===== src/rtl/instruction_fetch.sv =====
// instruction_fetch: IF stage of the ALU pipeline.
// Drives the I-cache with the fetch PC and predicts the next PC using a
// 2-bit-counter BHT with a direct-mapped BTB. It fills the IF/ID register,
// applies the stall and flush priorities, and trains the predictor from
// EX-stage branch resolution.
module instruction_fetch #(
    parameter int          BHT_ENTRIES = 16,
    parameter logic [31:0] RESET_PC    = 32'h0000_0000
) (
    input  logic        clk,
    input  logic        rst,
    input  logic        memory_stall,
    input  logic        icache_stall,
    input  logic        PC_write,
    input  logic [31:0] IF_DWrite,
    input  logic        flush,
    input  logic [31:0] redirect_PC,
    input  logic        branch_resolve,
    input  logic        actual_taken,
    input  logic [31:0] branch_PC_3,
    input  logic [31:0] branch_target_3,
    output logic        ICACHE_ren,
    output logic [29:0] ICACHE_addr,
    input  logic [31:0] ICACHE_rdata,
    output logic [31:0] instruction_1,
    output logic [31:0] PC_1,
    output logic        prev_taken_1
);

    localparam int          IDX  = $clog2(BHT_ENTRIES);
    localparam int          TAGW = 30 - IDX;
    localparam logic [31:0] NOP  = 32'h0000_0013;

    logic [31:0]     pc_r;
    logic [1:0]      cnt    [BHT_ENTRIES];
    logic            valid  [BHT_ENTRIES];
    logic [TAGW-1:0] tag    [BHT_ENTRIES];
    logic [31:0]     target [BHT_ENTRIES];

    logic [IDX-1:0]  l_idx;
    logic            l_hit;
    logic            pred_taken;
    logic [31:0]     next_pc;

    logic [IDX-1:0]  t_idx;
    logic [TAGW-1:0] t_tag;
    logic            t_hit;
    logic [1:0]      t_cnt;

    // The two low PC bits are always zero for word-aligned branches.
    logic unused_ok;
    assign unused_ok = ^branch_PC_3[1:0];

    assign ICACHE_ren  = !rst;
    assign ICACHE_addr = pc_r[31:2];

    // Predictor lookup on the current fetch PC and next-PC selection.
    always_comb begin
        l_idx      = pc_r[IDX+1:2];
        l_hit      = valid[l_idx] && (tag[l_idx] == pc_r[31:IDX+2]);
        pred_taken = l_hit && cnt[l_idx][1];
        next_pc    = pred_taken ? target[l_idx] : pc_r + 32'd4;
    end

    // Counter update value for the entry addressed by the resolving branch.
    always_comb begin
        t_idx = branch_PC_3[IDX+1:2];
        t_tag = branch_PC_3[31:IDX+2];
        t_hit = valid[t_idx] && (tag[t_idx] == t_tag);
        if (actual_taken) begin
            if (!t_hit)                   t_cnt = 2'b10;
            else if (cnt[t_idx] == 2'b11) t_cnt = 2'b11;
            else                          t_cnt = cnt[t_idx] + 2'd1;
        end else begin
            if (cnt[t_idx] == 2'b00)      t_cnt = 2'b00;
            else                          t_cnt = cnt[t_idx] - 2'd1;
        end
    end

    // Fetch PC and IF/ID register with reset > memory stall > flush > hazard > icache stall priority.
    always_ff @(posedge clk) begin
        if (rst) begin
            pc_r          <= RESET_PC;
            instruction_1 <= NOP;
            PC_1          <= '0;
            prev_taken_1  <= 1'b0;
        end else if (memory_stall) begin
            pc_r <= pc_r;
        end else if (flush) begin
            pc_r          <= redirect_PC;
            instruction_1 <= NOP;
            PC_1          <= '0;
            prev_taken_1  <= 1'b0;
        end else if (PC_write) begin
            instruction_1 <= IF_DWrite;
        end else if (icache_stall) begin
            instruction_1 <= NOP;
            PC_1          <= '0;
            prev_taken_1  <= 1'b0;
        end else begin
            instruction_1 <= ICACHE_rdata;
            PC_1          <= pc_r;
            prev_taken_1  <= pred_taken;
            pc_r          <= next_pc;
        end
    end

    // Predictor training from EX resolution; lookup this cycle sees the old contents.
    always_ff @(posedge clk) begin
        if (rst) begin
            for (int unsigned i = 0; i < BHT_ENTRIES; i++) begin
                cnt[i]    <= 2'b01;
                valid[i]  <= 1'b0;
                tag[i]    <= '0;
                target[i] <= '0;
            end
        end else if (!memory_stall && branch_resolve) begin
            if (actual_taken) begin
                cnt[t_idx]    <= t_cnt;
                valid[t_idx]  <= 1'b1;
                tag[t_idx]    <= t_tag;
                target[t_idx] <= branch_target_3;
            end else if (t_hit) begin
                cnt[t_idx] <= t_cnt;
            end
        end
    end

endmodule


===== config.mk =====
export PLATFORM = sky130hd
export DESIGN_NAME = instruction_fetch
export DESIGN_NICKNAME = d
export VERILOG_FILES = /design/src/rtl/instruction_fetch.sv
export SDC_FILE = /design/constraint.sdc
export NUM_CORES = 2
export LEC_CHECK = 0
export BUFFER_PORTS_ARGS = -buffer_cell sky130_fd_sc_hd__buf_2
export CORE_MARGIN = 1
export CORE_UTILIZATION = 58
export CTS_BUF_LIST = sky130_fd_sc_hd__clkbuf_4 sky130_fd_sc_hd__clkbuf_8
export CTS_CLUSTER_SIZE = 20
export DETAILED_ROUTE_END_ITERATION = 12
export PLACE_DENSITY = 0.79
export SYNTH_ARGS = -nofsm -noshare
export SYNTH_HDL_FRONTEND = slang
export SYNTH_SLANG_ARGS = --single-unit

===== constraint.sdc =====
create_clock -name clk -period 6.3 [get_ports clk]
set_input_delay 0.315 -clock clk [delete_from_list [all_inputs] [get_ports clk]]
set_output_delay 0.315 -clock clk [all_outputs]
set_load 0.05 [all_outputs]

==> flow_metrics.env <==
export IMPL_status="complete, no violations"
export IMPL_endpoint="pc_r[1]$_SDFFE_PP0P_"
export IMPL_drtIter0Drc=6380
export IMPL_finalHoldViolCount=0
export IMPL_synth_cell_type_count=65
export IMPL_root_buffer="clkbuf_8"
export IMPL_insertion_delay_ns=0.89
export IMPL_numPortBuffers=261
export IMPL_dr_total_vias=35910
export IMPL_h_tree_depth=4
export IMPL_avgSynthCellArea_sq_um=14.7
export IMPL_ctsLongestPathBuffers=3
export IMPL_rrSetupSlack_ns=0.93
export IMPL_die_y_um=304
export IMPL_route_detailed_drc=0
export IMPL_io_pins=264
export IMPL_cap_viol_max_count=0
export IMPL_setup_ws_ns=0.932
export IMPL_vdd_ir_drop_max_uv=235
export IMPL_maxSlewHeadroom=0.185
export IMPL_synth_seq_cells=1077
export IMPL_syn_area_sq_um=52900
export IMPL_cp_end_kind="flop"
export IMPL_grt_pass1_vias=35833
export IMPL_n_fill_cell=6023
export IMPL_start_util=0.587
export IMPL_slowest_delay_ns=0.82
export IMPL_ys_seq_area_frac=0.589
export IMPL_power_mw=16.4
export IMPL_avgRoutedWirePerCell_um=31.4
export IMPL_area_growth_syn_to_layout_pct=13.7
export IMPL_synth_edff_count=960
export IMPL_synth_net_count=3762
export IMPL_cts_made_buffers=172
export IMPL_synth_ff_type="edfxtp_1"
export IMPL_slowest_stage="and3_2"
export IMPL_crit_arrival_ns=6.12
export IMPL_cts_resized_gates=0
export IMPL_grt_max_degree=161
export IMPL_holdBufCountCts=169
export IMPL_ant_nets=0
export IMPL_die_x_um=304
export IMPL_cp_start_kind="flop"
export IMPL_cp_required_ns=7.05
export IMPL_power_leakage_nw=21.6
export IMPL_core_area_sq_um=90100
export IMPL_rr_endpoint="pc_r[1]$_SDFFE_PP0P_"
export IMPL_cts_tree="done"
export IMPL_fmax_ghz=0.186
export IMPL_clkSlewWorstSetupHoldPaths_ns=0.06
export IMPL_dieArea_sq_um=92400
export IMPL_clock_sinks=1077
export IMPL_tightest_slew_ns=1.22
export IMPL_core_rowCount=110
export IMPL_cts_setup_buffers=0
export IMPL_syn_inst=3593
export IMPL_slew_viol_final=0
export IMPL_crit_type="reg -> reg"
export IMPL_path_cells="buf_4 > mux4_2 > mux4_2 > xnor2_1 > nand4_1 > nor4_4 > and3_2 > buf_4 > nor4b_1 > nor3_1 > dlygate4sd3_1"
export IMPL_rsz0062_at_grt="no"
export IMPL_finalNetCount=4059
export IMPL_grtUsageTotal=0.355
export IMPL_r2r_cells=11
export IMPL_hpwl_um=88400
export IMPL_pre_cts_slack_ns=1.29
export IMPL_grt_overflow=0
export IMPL_fin_crit_sh=0.852
export IMPL_ys_warnings_count=0
export IMPL_gp_congestion=0.904
export IMPL_drive_gt1_frac=0.269
export IMPL_grt_pass1_wl_um=237000
export IMPL_setup_viol=0
export IMPL_via_per_inst=6.88
export IMPL_min_from="PC_write"
export IMPL_skew_ns=0.0492
export IMPL_antenna_found_initial=14
export IMPL_routed_wl_um=164000
export IMPL_period_minus_slack_ns=5.37
export IMPL_min_path_type="in -> reg"
export IMPL_first_pass_iters=9
export IMPL_pwr_density_cell_nw_per_um2=272
export IMPL_crit_fanout=35
export IMPL_ys_async_sr_fraction=0
-- how the worst min path moves through the flow --
stage,endpoint,slack (ns),depth (start not counted)
floorplan,valid[7]$_DFF_P_,0.44,1
global route,PC_1[0]$_SDFFE_PP0P_,0.12,5
finish,PC_1[0]$_SDFFE_PP0P_,0.07,5
detailed placement,valid[6]$_DFF_P_,0.47,1
global placement,valid[4]$_DFF_P_,0.46,1
CTS,PC_1[0]$_SDFFE_PP0P_,0.02,5
-- synthesized netlist by cell type (all sizes together) (6+ instances only) --
| cell | number | area share |
|---|---|---|
| o21ai | 36 | 0.0034 |
| nand3 | 50 | 0.0047 |
| a211oi | 15 | 0.0021 |
| a31oi | 14 | 0.0017 |
| mux2i | 61 | 0.012 |
| clkbuf | 290 | 0.021 |
| nand2b | 19 | 0.0022 |
| a222oi | 29 | 0.0055 |
| a22oi | 40 | 0.0057 |
| nor2 | 145 | 0.010 |
| and2 | 709 | 0.084 |
| xnor2 | 52 | 0.0086 |
| nand4 | 26 | 0.0031 |
| edfxtp | 960 | 0.54 |
| o21bai | 8 | 0.0011 |
| dfxtp | 117 | 0.044 |
| nand2 | 55 | 0.0039 |
| nor3 | 11 | 0.0010 |
| xor2 | 24 | 0.0040 |
| o211ai | 6 | 0.00085 |
| o41ai | 8 | 0.0013 |
| nor2b | 13 | 0.0015 |
| or3 | 18 | 0.0021 |
| a221oi | 12 | 0.0028 |
| a21o | 19 | 0.0027 |
| inv | 19 | 0.0013 |
| buf | 101 | 0.012 |
| a221o | 6 | 0.0011 |
| and3 | 235 | 0.028 |
| a21oi | 38 | 0.0036 |
| mux4 | 404 | 0.17 |
-- per-stage QoR --
stage	setup TNS [ns]	hold slack, ns	util	area, sq um	instances
3_5_place_dp	0	0.469	0.610	55000	4723
3_3_place_gp	0	0.463	0.610	55000	4723
4_1_cts	0	0.0179	0.667	60100	5204
6_report	0	0.0679	0.667	60100	5216
2_1_floorplan	-117.64	0.444	-	52900	3593
5_1_grt	0	0.122	0.667	60100	5209
-- critical path: cells and delay by family, from the launching register on --
kind | cells | cell delay (ns)
and+or+nand+nor | 5 | 1.62
DFF | 1 | 0.79
xor gates and xnor gates | 1 | 0.35
muxes | 2 | 1.09
buffers and inverters | 3 | 1.36
-- layer usage --
layer  part of all wire  track usage  up-vias
met5            0.00021            0        -
met4              0.066        0.212        6
met3               0.14       0.0946      733
met2               0.46        0.555     3106
met1               0.34        0.448    17723
li1                   -            -    14342
-- flip-flops by register name (all words and copies together) (netlist names), named ones only --
signal / cells
PC_1: 32
pc_r: 32
valid: 16
prev_taken_1: 1
cnt: 32
instruction_1: 32
tag: 416
target: 512
-- power breakdown --
part / leakage [nW] / internal (mW) / switching [mW]
logic: 9.75 / 0.834 / 1.19
registers: 10.1 / 8.12 / 0.225
clock network: 1.80 / 3.17 / 2.85
total: 21.6 / 12.1 / 4.26
-- kinds of logic (layout without fill, tap and decap cells) --
family,count (synthesis),count (layout),share of synthesized area
AO/OA/AOI/OAI,253,253,0.0354
multiplexers,468,468,0.184
other,0,12,0
AND/OR/NAND/NOR,1305,1305,0.144
flip-flops,1077,1077,0.589
adder cells (fa/ha/maj),1,1,0.000236
XOR/XNOR,76,76,0.0126
buffers and inverters,413,848,0.0343
-- placed cells by master (no fill, tap or decap), types with 8 or more instances in the layout --
cell type,netlist,layout
a211oi_1,15,15
a21o_1,19,19
a21oi_1,38,37
a222oi_1,29,29
a22oi_1,40,40
a31oi_1,14,14
and2_1,708,708
and3_1,235,234
buf_12,0,11
buf_2,37,258
buf_4,36,75
clkbuf_4,0,65
clkbuf_8,0,174
clkinv_1,3,42
clkinv_2,0,16
dfxtp_1,117,113
diode_2,0,12
dlygate4sd3_1,0,169
edfxtp_1,960,960
inv_1,19,10
inv_4,0,9
mux2i_1,61,61
mux4_2,404,404
nand2_1,55,55
nand2b_1,19,19
nand3_1,50,50
nand4_1,26,26
nor2_1,145,130
nor2_4,0,15
nor2b_1,13,11
nor3_1,11,10
o21ai_0,35,27
o21ai_4,0,8
o21bai_1,8,8
o41ai_1,8,8
or3_1,18,18
xnor2_1,52,52
xor2_1,24,24
-- cell type report --
class                      instances  area [sq um]  share of cell area
antenna                           12          30.0            0.000499
clock buffer                     238          2870              0.0477
clock inverter                    74           541             0.00899
inverter                          22           105             0.00175
multi-input combinational       2103         20200               0.335
sequential                      1077         31200               0.518
tap                             1176          1470              0.0245
timing repair buffer             514          3780              0.0628
Power figures use the tool's default switching activity.
